--- config.mk ---
export PLATFORM = sky130hd
export DESIGN_NAME = segment_sequencer
export DESIGN_NICKNAME = d
export VERILOG_FILES = /design/src/rtl/segment_sequencer_pkg.sv /design/src/rtl/segment_msg_rom.sv /design/src/rtl/segment_sequencer.sv
export SDC_FILE = /design/constraint.sdc
export NUM_CORES = 1
export LEC_CHECK = 0
export CAP_MARGIN = 10
export CORE_ASPECT_RATIO = 1.5
export CORE_MARGIN = 3
export CORE_UTILIZATION = 42
export DETAILED_ROUTE_END_ITERATION = 8
export GPL_ROUTABILITY_DRIVEN = 0
export RECOVER_POWER = 50
export SLEW_MARGIN = 20
export SYNTH_ARGS = -nofsm -noshare
export SYNTH_HDL_FRONTEND = slang
export SYNTH_HIERARCHICAL = 1
export SYNTH_SLANG_ARGS = --single-unit
export TNS_END_PERCENT = 5
--- constraint.sdc ---
create_clock -name clk -period 2.7 [get_ports clk]
set_input_delay 0.54 -clock clk [delete_from_list [all_inputs] [get_ports clk]]
set_output_delay 0.54 -clock clk [all_outputs]
set_load 0.02 [all_outputs]
--- src/rtl/segment_sequencer_pkg.sv ---
// Shared types and constants for the segment sequencer: FSM states,
// seven-segment glyphs and the built-in message table.
package seg_pkg;

  typedef enum logic [1:0] {
    PLAY = 2'd0,
    ARM  = 2'd1,
    USER = 2'd2
  } state_t;

  localparam logic [7:0] SEG_H     = 8'h76;
  localparam logic [7:0] SEG_E     = 8'h79;
  localparam logic [7:0] SEG_L     = 8'h38;
  localparam logic [7:0] SEG_O     = 8'h3F;
  localparam logic [7:0] SEG_W     = 8'h4F;
  localparam logic [7:0] SEG_r     = 8'h50;
  localparam logic [7:0] SEG_d     = 8'h5E;
  localparam logic [7:0] SEG_DP    = 8'h80;
  localparam logic [7:0] SEG_BLANK = 8'h00;

  // "HELLO WOrLd . . " with blanks between the trailing dots
  localparam logic [7:0] MSG [16] = '{
    SEG_H, SEG_E, SEG_L, SEG_L, SEG_O, SEG_BLANK, SEG_W, SEG_O,
    SEG_r, SEG_L, SEG_d, SEG_BLANK, SEG_DP, SEG_BLANK, SEG_DP, SEG_BLANK
  };

endpackage

--- src/rtl/segment_msg_rom.sv ---
// Combinational lookup of the message glyph at a given index.
module segment_msg_rom
  import seg_pkg::*;
(
  input  logic [3:0] addr,
  output logic [7:0] pattern
);

  assign pattern = MSG[addr];

endmodule

--- src/rtl/segment_sequencer.sv ---
// Frame-synchronous scheduler for the renderer's segment pattern: plays the
// built-in message, hands over to debounced user input, and times back out.
module segment_sequencer
  import seg_pkg::*;
#(
  parameter int HOLD_FRAMES     = 32,
  parameter int MSG_LEN         = 16,
  parameter int DEBOUNCE_FRAMES = 2,
  parameter int IDLE_TIMEOUT    = 600
) (
  input  logic       clk,
  input  logic       reset,
  input  logic       vsync_in,
  input  logic [7:0] ui_in,
  output logic [7:0] led_pattern,
  output logic       show_user,
  output logic [3:0] char_index,
  output logic [9:0] frame_count,
  output logic       frame_tick
);

  localparam int HW = $clog2(HOLD_FRAMES + 1);
  localparam int DW = $clog2(DEBOUNCE_FRAMES + 1);
  localparam int IW = $clog2(IDLE_TIMEOUT + 1);

  state_t          state;
  logic            vsync_q;
  logic            tick;
  logic [HW-1:0]   hold_cnt;
  logic [DW-1:0]   deb_cnt;
  logic [DW-1:0]   deb_inc;
  logic [IW-1:0]   idle_cnt;
  logic [IW-1:0]   idle_inc;
  logic [3:0]      next_idx;
  logic [7:0]      next_pat;

  assign tick     = vsync_in & ~vsync_q;
  assign deb_inc  = deb_cnt + DW'(1);
  assign idle_inc = idle_cnt + IW'(1);
  assign next_idx = (char_index == 4'(MSG_LEN - 1)) ? 4'd0 : char_index + 4'd1;

  segment_msg_rom u_rom (
    .addr    (next_idx),
    .pattern (next_pat)
  );

  always_ff @(posedge clk) begin
    if (reset) begin
      // vsync_q starts high so a vsync already high at release is not an edge
      vsync_q     <= 1'b1;
      frame_tick  <= 1'b0;
      frame_count <= '0;
      state       <= PLAY;
      hold_cnt    <= '0;
      deb_cnt     <= '0;
      idle_cnt    <= '0;
      char_index  <= '0;
      led_pattern <= MSG[0];
      show_user   <= 1'b0;
    end else begin
      vsync_q    <= vsync_in;
      frame_tick <= tick;
      if (tick) begin
        frame_count <= frame_count + 10'd1;
        case (state)
          PLAY, ARM: begin
            if (hold_cnt == HW'(HOLD_FRAMES - 1)) begin
              hold_cnt    <= '0;
              char_index  <= next_idx;
              led_pattern <= next_pat;
            end else begin
              hold_cnt <= hold_cnt + HW'(1);
            end
            // the user takeover below overrides the playback glyph on the same tick
            if (ui_in == 8'h00) begin
              state <= PLAY;
            end else if (state == PLAY && DEBOUNCE_FRAMES > 1) begin
              state   <= ARM;
              deb_cnt <= DW'(1);
            end else if (state == PLAY || deb_inc == DW'(DEBOUNCE_FRAMES)) begin
              state       <= USER;
              led_pattern <= ui_in;
              show_user   <= 1'b1;
              idle_cnt    <= '0;
            end else begin
              deb_cnt <= deb_inc;
            end
          end
          USER: begin
            led_pattern <= ui_in;
            if (ui_in != 8'h00) begin
              idle_cnt <= '0;
            end else if (idle_inc == IW'(IDLE_TIMEOUT)) begin
              state       <= PLAY;
              idle_cnt    <= '0;
              hold_cnt    <= '0;
              char_index  <= '0;
              led_pattern <= MSG[0];
              show_user   <= 1'b0;
            end else begin
              idle_cnt <= idle_inc;
            end
          end
          default: state <= PLAY;
        endcase
      end
    end
  end

endmodule
==> flow_summary.yaml, run 1 <==
yosys:
  synth_top_area_cell: "dfxtp_1"
  async_reset_ff_share_pct: 0
  synth_commonest_cells: "dfxtp_1 (45), nand2_1 (35), nor2_1 (32)"
  ys.flop_type: "dfxtp_1"
  ys_types: 66
  synth.cell_area_um2: 2711
  synth-seq-cells: 45
  synth_edf_count: 0
  yosysMostFrequentCell: "dfxtp_1"
  yosysSeqAreaShare_pct: 33.23
  yosys_warnings: 6
  synth_top_area_share_pct: 33.23
  synth_area_leaders: "dfxtp_1 (33%), nand2_1 (4.8%), ha_1 (4.6%)"
  syn_inst: 324
  syn_avg_cell_area_um2: 8.368
  synth_nets: 345
timing:
  period_share_pct: 86.81
  finalSetupViolCount: 0
  fmax_mhz: 426.6
  finalSetupTns_ns: 0
  finClkSkew_ns: 0.007746
  post-route-min-period_ns: 2.344
  finalHoldViolations: 0
  tightest_slew_ns: 1.204
  layout_setup_ws_ns: 0.3561
  max_slew_margin_pct: 19.71
  rsz0062_at_grt: "no"
  drv_slew: 0
worst_setup_path:
  r2r_setup_slack_ns: 0.44
  worst-path-max-fanout: 14
  crit_type: "in2reg"
  r2r-start: "char_index[0]"
  startpoint_type: "input port"
  crit_path_end_kind: "flip-flop"
  cp-startpoint: "ui_in[6]"
  cp.arrival_ns: 2.58
  critPathRequiredTime_ns: 2.93
  timing.rr.end: "led_pattern[2]"
  reg2regPathDepth: 8
  cp-endpoint: "idle_cnt[6]"
pwr:
  power-per-cell-area_nw_per_um2: 373.2
  irDropWorstVdd_mv: 0.2410
  p_sw_uw: 314.1
  seq_power_share_pct: 56.0
  p_int_uw: 900.2
  totalPowerFinal_uw: 1214
  switching_share_pct: 25.87
  clock_power_share_pct: 35.8
  p_leak_uw: 0.001254
  combPwrFrac_pct: 8.2
cts:
  cts.reportedPaths.clkPinSlew_ns: 0.09
  clock_latency_ns: 0.30
  cts_resized: 0
  root_buffer: "clkbuf_8"
  htreeDepth: 2
  cts.sinks: 45
  cts_setup_buffers: 0
  cts_buffer_depth: 2
  hold_buffers: 0
  cts_tree: "done"
  numCtsBuffers: 5
drt:
  vias_per_cell: 5.556
  num_vias: 2439
  routedWlPerCell_um: 15.03
  wl_mm: 6.597
  dr.first_iter.drc_count: 87
  ant_nets: 0
  firstDrtPassIters: 4
  drc: 0
floorplan:
  boundaryPins: 35
  fp.dieW_um: 71.60
  die_h_um: 104.4
  dieArea_um2: 7475
  initial_core_util_pct: 43.60
  core_um2: 6218
  row_count: 35
global_route:
  grt_pass1_wl_mm: 11.29
  antenna_found_initial: 0
  grtUsageTotal_pct: 18.38
  grt_overflow_total: 0
  grt_pass1_vias: 2396
  grt_start_max_net_pins: 28
place:
  hpwl_mm: 5.075
  portBuffers: 34
  pre_cts_ws_ns: 0.09799
  dpl-instance-area_um2: 3168
  place_inst: 431
final_layout:
  final_cells: 439
  final_area_um2: 3254
  fill_cells: 619
  multi_input_area_um2: 1669
  seqCellArea_um2: 900.9
  num-nets-final: 385
  area_growth_pct: 20.03
  layout-drive-gt1-share_pct: 12.60
  antenna_cells: 0
job:
  cap_viol_max_count: 0
run_status:
  status: "finished, final reports clean"
hold_path:
  hold_path.class: "reg2reg"
## per-layer routing
metal / up-vias / global-route usage, % / part of all wire, %
li1: 1256 / - / -
met4: 0 / 6.183 / 2.0
met3: 12 / 2.805 / 2.9
met1: 1125 / 21.77 / 43
met5: - / 0 / 0
met2: 46 / 32.83 / 52
## layout make-up
cell class                 count  share of cell area [%]
clock buffer                   5                   2.115
timing repair buffer          50                   14.03
inverter                      12                   1.384
clock inverter                 3                  0.6536
tap                           74                   2.845
sequential                    45                   27.68
multi-input combinational    250                   51.29
## worst min path at each step
stage                     start     endpoint  depth (start not counted)
floorplan           hold_cnt[4]  hold_cnt[4]                          1
global placement    hold_cnt[1]  hold_cnt[1]                          2
detailed placement  hold_cnt[1]  hold_cnt[1]                          2
CTS                 hold_cnt[1]  hold_cnt[1]                          2
global route        hold_cnt[1]  hold_cnt[1]                          2
finish              hold_cnt[1]  hold_cnt[1]                          2
## layout by cell type, fill, tap and decap left out, types with 2 or more instances in the layout
| master | instances |
|---|---|
| a211oi_1 | 5 |
| nand3_4 | 2 |
| ha_1 | 10 |
| or4_1 | 2 |
| nor4_1 | 2 |
| nor2_1 | 32 |
| nand3b_1 | 3 |
| and2_1 | 2 |
| o31ai_1 | 2 |
| clkdlybuf4s50_1 | 12 |
| buf_4 | 15 |
| o32ai_1 | 2 |
| a31oi_1 | 8 |
| o21bai_1 | 3 |
| a221o_1 | 4 |
| a21oi_1 | 22 |
| or2_2 | 2 |
| nand3_1 | 18 |
| nand4_1 | 8 |
| and3_1 | 4 |
| or3_1 | 3 |
| dfxtp_1 | 45 |
| nand2_1 | 35 |
| xor2_1 | 9 |
| nand2b_1 | 6 |
| and2_4 | 2 |
| o21ai_0 | 19 |
| clkbuf_8 | 5 |
| mux2i_1 | 2 |
| xnor2_1 | 2 |
| nor2b_1 | 6 |
| o21ai_1 | 3 |
| dlygate4sd3_1 | 22 |
| inv_1 | 12 |
## flip-flops by register name, indices dropped and copies added, names as in the netlist
register,cells
frame_count,10
idle_cnt,10
led_pattern,8
hold_cnt,6
char_index,4
deb_cnt,2
state,2
frame_tick,1
show_user,1
vsync_q,1
## power groups by stage
| stage | clock network, µW | registers (µW) | logic, µW |
|---|---|---|---|
| finish | 435 | 680 | 99.3 |
| global route | 470 | 682 | 110 |
| CTS | 451 | 681 | 103 |
| detailed placement | 0 | 696 | 102 |
| global placement | 0 | 696 | 101 |
| floorplan | 0 | 699 | 50.6 |
## cells by family (layout without fill, tap and decap cells)
family,Yosys count,after routing,synth area share (%)
buf+inv,29,70,5.214
xor+xnor,12,12,4.569
simple gates,138,138,28.01
mux,5,5,2.215
flops,45,45,33.23
fa+ha+maj,10,10,4.615
compound gates,85,85,22.15
## through the flow
stage | util, % | hold WS [ns]
after floorplan | - | 0.4407
after global placement | 50.95 | 0.4651
after detailed placement | 50.95 | 0.4670
after CTS | 52.39 | 0.4837
after global routing | 52.33 | 0.5262
final | 52.33 | 0.4786
## critical path: stages
cell	delay (ns)
clkdlybuf4s50_1	0.44
nor4_2	0.49
and2_4	0.27
nand3_4	0.10
a311oi_4	0.26
buf_4	0.23
nand4_1	0.10
mux2i_1	0.13
Power figures use the tool's default switching activity.
==> run 2: changes to the inputs <==
--- a/config.mk
+++ b/config.mk
@@ -11,6 +11,7 @@
 export CORE_UTILIZATION = 42
 export DETAILED_ROUTE_END_ITERATION = 8
 export GPL_ROUTABILITY_DRIVEN = 0
+export HOLD_SLACK_MARGIN = 0.08
 export RECOVER_POWER = 50
 export SLEW_MARGIN = 20
 export SYNTH_ARGS = -nofsm -noshare
==> results of run 2 <==
Same layout as run 1: the final DEF is identical, and so are final timing and power.
==> run 3: changes to the inputs <==
--- a/config.mk
+++ b/config.mk
@@ -6,7 +6,7 @@
 export NUM_CORES = 1
 export LEC_CHECK = 0
 export CAP_MARGIN = 10
-export CORE_ASPECT_RATIO = 1.5
+export CORE_ASPECT_RATIO = 0.75
 export CORE_MARGIN = 3
 export CORE_UTILIZATION = 42
 export DETAILED_ROUTE_END_ITERATION = 8
==> run 3 against run 2 <==
Compared with the run above:
- hold slack better by 0.0054 ns
- critical path depth unchanged
- global-route usage up 0.44 points
- critical path type is now reg2reg
- largest power group unchanged
==> flow_summary.yaml, run 3 (synthesis gave the netlist of run 1 again) <==
final_layout:
  num-nets-final: 384
  largest_registers: "frame_count x10, idle_cnt x10, led_pattern x8"
  final_util_pct: 54.21
  layout-drive-gt1-share_pct: 12.09
  final_cells: 442
  area_growth_pct: 20.67
  layout_commonest_cell: "dfxtp_1"
  antenna_cells: 0
  layout_common_cells: "dfxtp_1 (45), nand2_1 (35), nor2_1 (32), dlygate4sd3_1 (24), a21oi_1 (22)"
timing:
  drv_slew: 0
  fmax_mhz: 419.5
  finClkSkew_ns: 0.005164
  max_slew_margin_pct: 30.12
  finalHoldViolations: 0
  layout_setup_ws_ns: 0.3161
  finalSetupTns_ns: 0
  finalSetupViolCount: 0
  period_share_pct: 88.29
  tightest_slew_ns: 1.037
  post-route-min-period_ns: 2.384
  rsz0062_at_grt: "no"
place:
  portBuffers: 34
  pre_cts_ws_ns: 0.1139
  hpwl_mm: 5.091
  place_inst: 434
worst_setup_path:
  cp-startpoint: "char_index[0]"
  reg2regPathDepth: 8
  startpoint_type: "flip-flop"
  r2r-start: "char_index[0]"
  timing.rr.end: "led_pattern[7]"
  crit_type: "reg2reg"
  cp.arrival_ns: 2.53
  critPathRequiredTime_ns: 2.85
  crit_path_end_kind: "flip-flop"
  r2r_setup_slack_ns: 0.32
  cp-endpoint: "led_pattern[7]"
  worst-path-max-fanout: 10
global_route:
  grt_pass1_wl_mm: 11.16
  grtUsageTotal_pct: 18.83
  grt_overflow_total: 0
  grt_pass1_vias: 2201
  antenna_found_initial: 0
  grt_start_max_net_pins: 20
drt:
  firstDrtPassIters: 4
  routedWlPerCell_um: 15.19
  dr.first_iter.drc_count: 126
  wl_mm: 6.716
  vias_per_cell: 5.536
  drc: 0
  ant_nets: 0
  num_vias: 2447
floorplan:
  fp.dieW_um: 98.78
  initial_core_util_pct: 44.92
  die_h_um: 75.58
  dieArea_um2: 7465
  core_um2: 6036
  row_count: 24
  boundaryPins: 35
job:
  cap_viol_max_count: 0
pwr:
  power-per-cell-area_nw_per_um2: 380.2
  p_sw_uw: 296.8
  totalPowerFinal_uw: 1244
  p_int_uw: 947.3
  switching_share_pct: 23.86
  p_leak_uw: 0.001263
  irDropWorstVdd_mv: 0.2267
  combPwrFrac_pct: 8.0
  seq_power_share_pct: 54.6
  clock_power_share_pct: 37.3
cts:
  hold_buffers: 0
  cts_tree: "done"
  cts_buffer_depth: 2
  cts_setup_buffers: 0
  htreeDepth: 2
  cts_resized: 0
  cts.reportedPaths.clkPinSlew_ns: 0.08
  clock_latency_ns: 0.30
  cts.sinks: 45
  numCtsBuffers: 5
  root_buffer: "clkbuf_8"
run_status:
  status: "finished, final reports clean"
hold_path:
  hold_path.class: "reg2reg"
-- run 3: changes by cell type in the layout (fill, tap and decap cells not counted), moves of 2 or more --
cell / delta
dlygate4sd3_1: +2
buf_4: -3
clkbuf_8: +2
clkdlybuf4s50_1: -2
-- run 3: power by group through the flow --
stage | clock (µW) | combinational [µW] | sequential (µW)
final | 464 | 99.9 | 680
after global routing | 501 | 109 | 681
after CTS | 479 | 103 | 680
after detailed placement | 0 | 103 | 695
after global placement | 0 | 102 | 695
after floorplan | 0 | 50.6 | 699
-- run 3: how the worst min path moves through the flow --
stage | startpoint | end | cells after the start
after floorplan | hold_cnt[4] | hold_cnt[4] | 1
after global placement | hold_cnt[4] | hold_cnt[4] | 1
after detailed placement | hold_cnt[4] | hold_cnt[4] | 1
after CTS | hold_cnt[4] | hold_cnt[4] | 1
after global routing | hold_cnt[4] | hold_cnt[4] | 1
final | hold_cnt[4] | hold_cnt[4] | 1
-- run 3: final cells by class --
class	instances	area, µm²
clock buffer	7	96.34
clock inverter	1	5.005
fill	562	2764
inverter	12	45.04
multi-input combinational	250	1669
sequential	45	900.9
tap	78	97.59
timing repair buffer	49	457.9
-- run 3: stage by stage --
step | area [µm²] | hold slack, ns
CTS | 3279 | 0.4853
finish | 3272 | 0.4839
global placement | 3178 | 0.4662
global route | 3272 | 0.4991
floorplan | 2711 | 0.4407
detailed placement | 3178 | 0.4676
-- run 3: critical path, cell delays in order, from the launching register on --
cell and delay (ns):
dfxtp_1 0.43, ha_1 0.28, a21oi_1 0.06, o21ai_0 0.15, o21ai_0 0.39, and3_1 0.34, or3_1 0.36, o21ai_0 0.12
a211oi_1 0.11
-- run 3: layer usage --
layer	vias up	routed length (µm)	part of all wire (%)	track usage [%]
met5	-	0	0	0
met1	1130	3763	56	29.81
met4	0	65	0.97	5.909
met2	54	2566	38	25.22
met3	7	320	4.8	3.477
li1	1256	-	-	-
==> patch 1, RTL diff (settings of run 2) <==
Remove the register `frame_tick`: a continuous assignment takes its place, so the output `frame_tick` follows one clock earlier.
--- a/src/rtl/segment_sequencer.sv
+++ b/src/rtl/segment_sequencer.sv
@@ -48,7 +48,6 @@
     if (reset) begin
       // vsync_q starts high so a vsync already high at release is not an edge
       vsync_q     <= 1'b1;
-      frame_tick  <= 1'b0;
       frame_count <= '0;
       state       <= PLAY;
       hold_cnt    <= '0;
@@ -59,7 +58,6 @@
       show_user   <= 1'b0;
     end else begin
       vsync_q    <= vsync_in;
-      frame_tick <= tick;
       if (tick) begin
         frame_count <= frame_count + 10'd1;
         case (state)
@@ -107,4 +105,6 @@
     end
   end
 
+  assign frame_tick = tick;
+
 endmodule
Check against the original RTL: not equivalent (Yosys sat finds a counterexample within 4 cycles, from zero or initial values and one cycle with reset high).
==> patch 1 against run 2 <==
- wire length down 7.5%
- synthesized area fell by 7.6%
- core utilization rose by 2.6 points
- worst hold slack improved by 1.4 ps
- setup slack lost 130 ps
- register-to-register slack worse by 220 ps
- fmax down 5.4%
- critical path depth is 2 lower
- final area decreased by 5.3%
- largest power group unchanged
- total power down 6.4%
- sequential power down 3.1%
- sequential share of layout area rose by 0.89 points
- critical path type is now register to register
- sequential cell count decreased by 1
==> patch 1: results (changes against run 2) <==
critical_path:
  r2r_cells: 6  # was 8
  r2r_end: "hold_cnt[3]$_SDFFE_PP0P_"  # was led_pattern[2]$_SDFFE_PP1P_
  ff2ff_setup_slack_ps: 220  # was 440 ps
  r2r_start: "idle_cnt[2]$_SDFFE_PP0P_"  # was char_index[0]$_SDFFE_PP0P_
  slowest_stage: "or4b_1"  # was nor4_2
  worstSetupPathType: "register to register"  # was input pin to register
  critical-path-max-stage-delay_ps: 580  # was 490 ps
synthesis:
  yosysSeqAreaShare: 0.352  # was 0.332
  synthAdderAreaFrac: 0.0500  # was 0.0461
  syn_nets: 328  # was 345
  synth_xor_area_frac: 0.0420  # was 0.0457
  ys_types: 55  # was 66
  synth_compound_area_frac: 0.221  # was 0.222
  synth_mux_area_frac: 0.0260  # was 0.0222
  yosys-top-cells-count: "dfxtp_1 (44), nand2_1 (35), nor2_1 (35)"  # was dfxtp_1 (45), nand2_1 (35), nor2_1 (32)
  synth_area_leaders: "dfxtp_1 (35%), nand2_1 (5.2%), nor2_1 (5.2%), ha_1 (5.0%), xor2_1 (3.5%)"  # was dfxtp_1 (33%), nand2_1 (4.8%), ha_1 (4.6%), nor2_1 (4.4%), a21oi_1 (4.1%)
timing:
  maxSlewHeadroom: 0.310  # was 0.197
  clock_skew_ps: 8.52  # was 7.75 ps
placement:
  hpwl_um: 4640  # was 5080 um
cells_and_area:
  layout-drive-gt1-share: 0.102  # was 0.126
  reg_top3: "frame_count (10), idle_cnt (10), led_pattern (8)"  # unchanged
  fin_nets: 375  # was 385
  fill_cells: 572  # was 619
pwr:
  ir_drop_uv: 218  # was 241 uV
detailed_routing:
  drt-vias-per-instance: 5.58  # was 5.56
  routed_wl_um: 6100  # was 6600 um
  dr.pass1.iters: 4  # unchanged
  drt_iter0_drc: 104  # was 87
clock_tree:
  clk_path_buf_depth: 2  # unchanged
global_routing:
  grt_pass1_wl_um: 10600  # was 11300 um
  grt_max_degree: 24  # was 28
status:
  outcome: "finished, final reports clean"  # unchanged
[patch 1: cell count changes in the layout (fill, tap and decap cells not counted), sizes merged, moves of 5 or more]
cell,delta
a21oi,-9
nand3,-9
nand4,-6
a21o,+5
a31oi,-5
buf,+5
inv,-5
nor3,+5
[patch 1: cell type report]
class                      instances  area [um2]  area share
clock inverter                     2        12.5     0.00406
timing repair buffer              55         494       0.160
clock buffer                       5        68.8      0.0223
multi-input combinational        240        1510       0.489
sequential                        44         881       0.286
inverter                           8        30.0     0.00974
tap                               70        87.6      0.0284
[patch 1: worst min path at each step]
stage / from / to / slack [ps] / cells past startpoint
2_1_floorplan: deb_cnt[0]$_SDFFE_PP0P_ / deb_cnt[0]$_SDFFE_PP0P_ / 440 / 1
3_3_place_gp: hold_cnt[5]$_SDFFE_PP0P_ / hold_cnt[5]$_SDFFE_PP0P_ / 460 / 1
3_5_place_dp: deb_cnt[0]$_SDFFE_PP0P_ / deb_cnt[0]$_SDFFE_PP0P_ / 470 / 1
4_1_cts: hold_cnt[1]$_SDFFE_PP0P_ / hold_cnt[1]$_SDFFE_PP0P_ / 480 / 2
5_1_grt: hold_cnt[1]$_SDFFE_PP0P_ / hold_cnt[1]$_SDFFE_PP0P_ / 500 / 2
6_report: deb_cnt[0]$_SDFFE_PP0P_ / deb_cnt[0]$_SDFFE_PP0P_ / 480 / 1
[patch 1: cells by family after synthesis]
group,count (synthesis)
buffers and inverters,23
multiplexers,6
adder cells (fa/ha/maj),10
AO/OA/AOI/OAI,78
flip-flops,44
AND/OR/NAND/NOR,134
XOR/XNOR,12
[patch 1: layer usage]
layer,vias to the layer above,GRT usage,routed length [um]
met5,-,0,0
met4,0,0.0782,147
met3,12,0.0319,172
met2,44,0.327,3030
met1,1097,0.219,2750
li1,1215,-,-
[patch 1: timing repair]
item                       in CTS  in global routing
setup endpoints to repair       0                  1
resized for setup               0                  1
setup buffers                   0                  0
[patch 1: power by group]
part	switching [mW]	total, mW	leakage, nW	internal (mW)
clock network	0.226	0.401	0.0400	0.175
logic	0.0424	0.0765	0.820	0.0341
registers	0.00531	0.659	0.355	0.654
total	0.274	1.14	1.22	0.863
[patch 1: through the flow]
step	setup slack, ps	power, mW	instance area (um2)	utilization	std cells
floorplan	231	0.713	2500	-	307
global placement	144	0.752	3010	0.535	417
detailed placement	131	0.752	3010	0.535	417
CTS	219	1.16	3090	0.550	424
global route	23.7	1.18	3080	0.549	424
finish	222	1.14	3080	0.549	424
==> patch 2, RTL diff (config.mk and constraints of run 2) <==
Without the edit above. Change the parameter `DEBOUNCE_FRAMES` from 2 to 4.
--- a/src/rtl/segment_sequencer.sv
+++ b/src/rtl/segment_sequencer.sv
@@ -5,7 +5,7 @@
 #(
   parameter int HOLD_FRAMES     = 32,
   parameter int MSG_LEN         = 16,
-  parameter int DEBOUNCE_FRAMES = 2,
+  parameter int DEBOUNCE_FRAMES = 4,
   parameter int IDLE_TIMEOUT    = 600
 ) (
   input  logic       clk,
Formal check against the unedited RTL: not equivalent (Yosys sat finds a counterexample within 10 cycles, from zero or initial values and one cycle with reset high).
==> patch 2 against run 2 <==
- final area rose by 3.7%
- synthesized area is 2.4% higher
- total power rose by 6.9%
- sequential power rose by 2%
- first-iteration DRC count is 52% higher
- setup slack worse by 120 ps
- sequential cell count up 1
- wire length increased by 8.0%
- global-route usage grew 1.7 points
- largest power group unchanged
==> patch 2: results (changes against run 2) <==
pwr:
  leakage_nw: 1.31  # was 1.25 nW
  ir_drop_uv: 242  # was 241 uV
cells_and_area:
  fin_cells: 444  # was 439
  layout-drive-gt1-share: 0.119  # was 0.126
  fin_nets: 391  # was 385
synthesis:
  yosys-top-cells-count: "dfxtp_1 (46), nor2_1 (29), nand2_1 (23)"  # was dfxtp_1 (45), nand2_1 (35), nor2_1 (32)
  synth_mux_area_frac: 0.0423  # was 0.0222
  synth_xor_area_frac: 0.0347  # was 0.0457
  synth_compound_area_frac: 0.243  # was 0.222
  avgSynthCellArea_um2: 8.49  # was 8.37 um2
  ys_types: 63  # was 66
  yosysSeqAreaShare: 0.332  # about the same
  synthAdderAreaFrac: 0.0495  # was 0.0461
critical_path:
  slowest_stage: "o41a_1"  # was nor4_2
  cp_top_family: "compound AO/OA/AOI/OAI gates"  # was simple AND/OR/NAND/NOR gates
  worst-path-max-fanout: 9  # was 14
placement:
  pre_cts_ws_ps: 199  # was 98.0 ps
  place_area_um2: 3270  # was 3170 um2
  hpwl_um: 5310  # was 5080 um
detailed_routing:
  num_vias: 2612  # was 2439
  avgRoutedWirePerCell_um: 16.0  # was 15.0 um
global_routing:
  grt_pass1_wl_um: 12600  # was 11300 um
  grt_max_degree: 40  # was 28
status:
  outcome: "finished, final reports clean"  # unchanged
timing:
  clock_skew_ps: 15.2  # was 7.75 ps
  maxSlewHeadroom: 0.445  # was 0.197
[patch 2: area by class of cell]
type,instances,area [um2],share of cell area
well taps,74,92.6,0.0274
repair buffers,56,495,0.147
clock inverters,3,43.8,0.0130
inverters,9,33.8,0.0100
multi-input cells,251,1720,0.509
clock buffers,5,68.8,0.0204
flip-flops and latches,46,921,0.273
[patch 2: tightest hold or removal path, cell delays in order, from the launching register on]
cell and delay (ps):
dfxtp_1 320, inv_1 50, a221oi_1 60
[patch 2: power breakdown]
group	total [mW]	switching [mW]	leakage [nW]	internal (mW)
Combinational	0.0791	0.0457	0.876	0.0334
Sequential	0.691	0.00669	0.372	0.684
Clock	0.528	0.250	0.0585	0.278
[patch 2: kinds of logic (layout without fill, tap and decap cells)]
group / after synthesis / in the layout
compound gates: 89 / 89
xor+xnor: 11 / 11
fa+ha+maj: 11 / 11
buf+inv: 30 / 73
flops: 46 / 46
mux: 11 / 11
simple gates: 129 / 129
[patch 2: path summary, 6_finish.rpt]
| kind | endpoint | slack [ps] | start | cells past startpoint |
|---|---|---|---|---|
| setup / recovery | char_index[3]$_SDFFE_PP0P_ | 230 | idle_cnt[1]$_SDFFE_PP0P_ | 6 |
| hold / removal | led_pattern[3]$_SDFFE_PP0P_ | 480 | led_pattern[3]$_SDFFE_PP0P_ | 2 |
| setup reg to reg | char_index[3]$_SDFFE_PP0P_ | 230 | idle_cnt[1]$_SDFFE_PP0P_ | 6 |
| hold reg to reg | led_pattern[3]$_SDFFE_PP0P_ | 480 | led_pattern[3]$_SDFFE_PP0P_ | 2 |
[patch 2: metal layers]
metal  global-route usage  up-vias  wire [um]
li1                     -     1315          -
met1                0.252     1232       3090
met3               0.0277        7        259
met2                0.356       58       3720
met4               0.0475        0         58
met5                    0        -          0
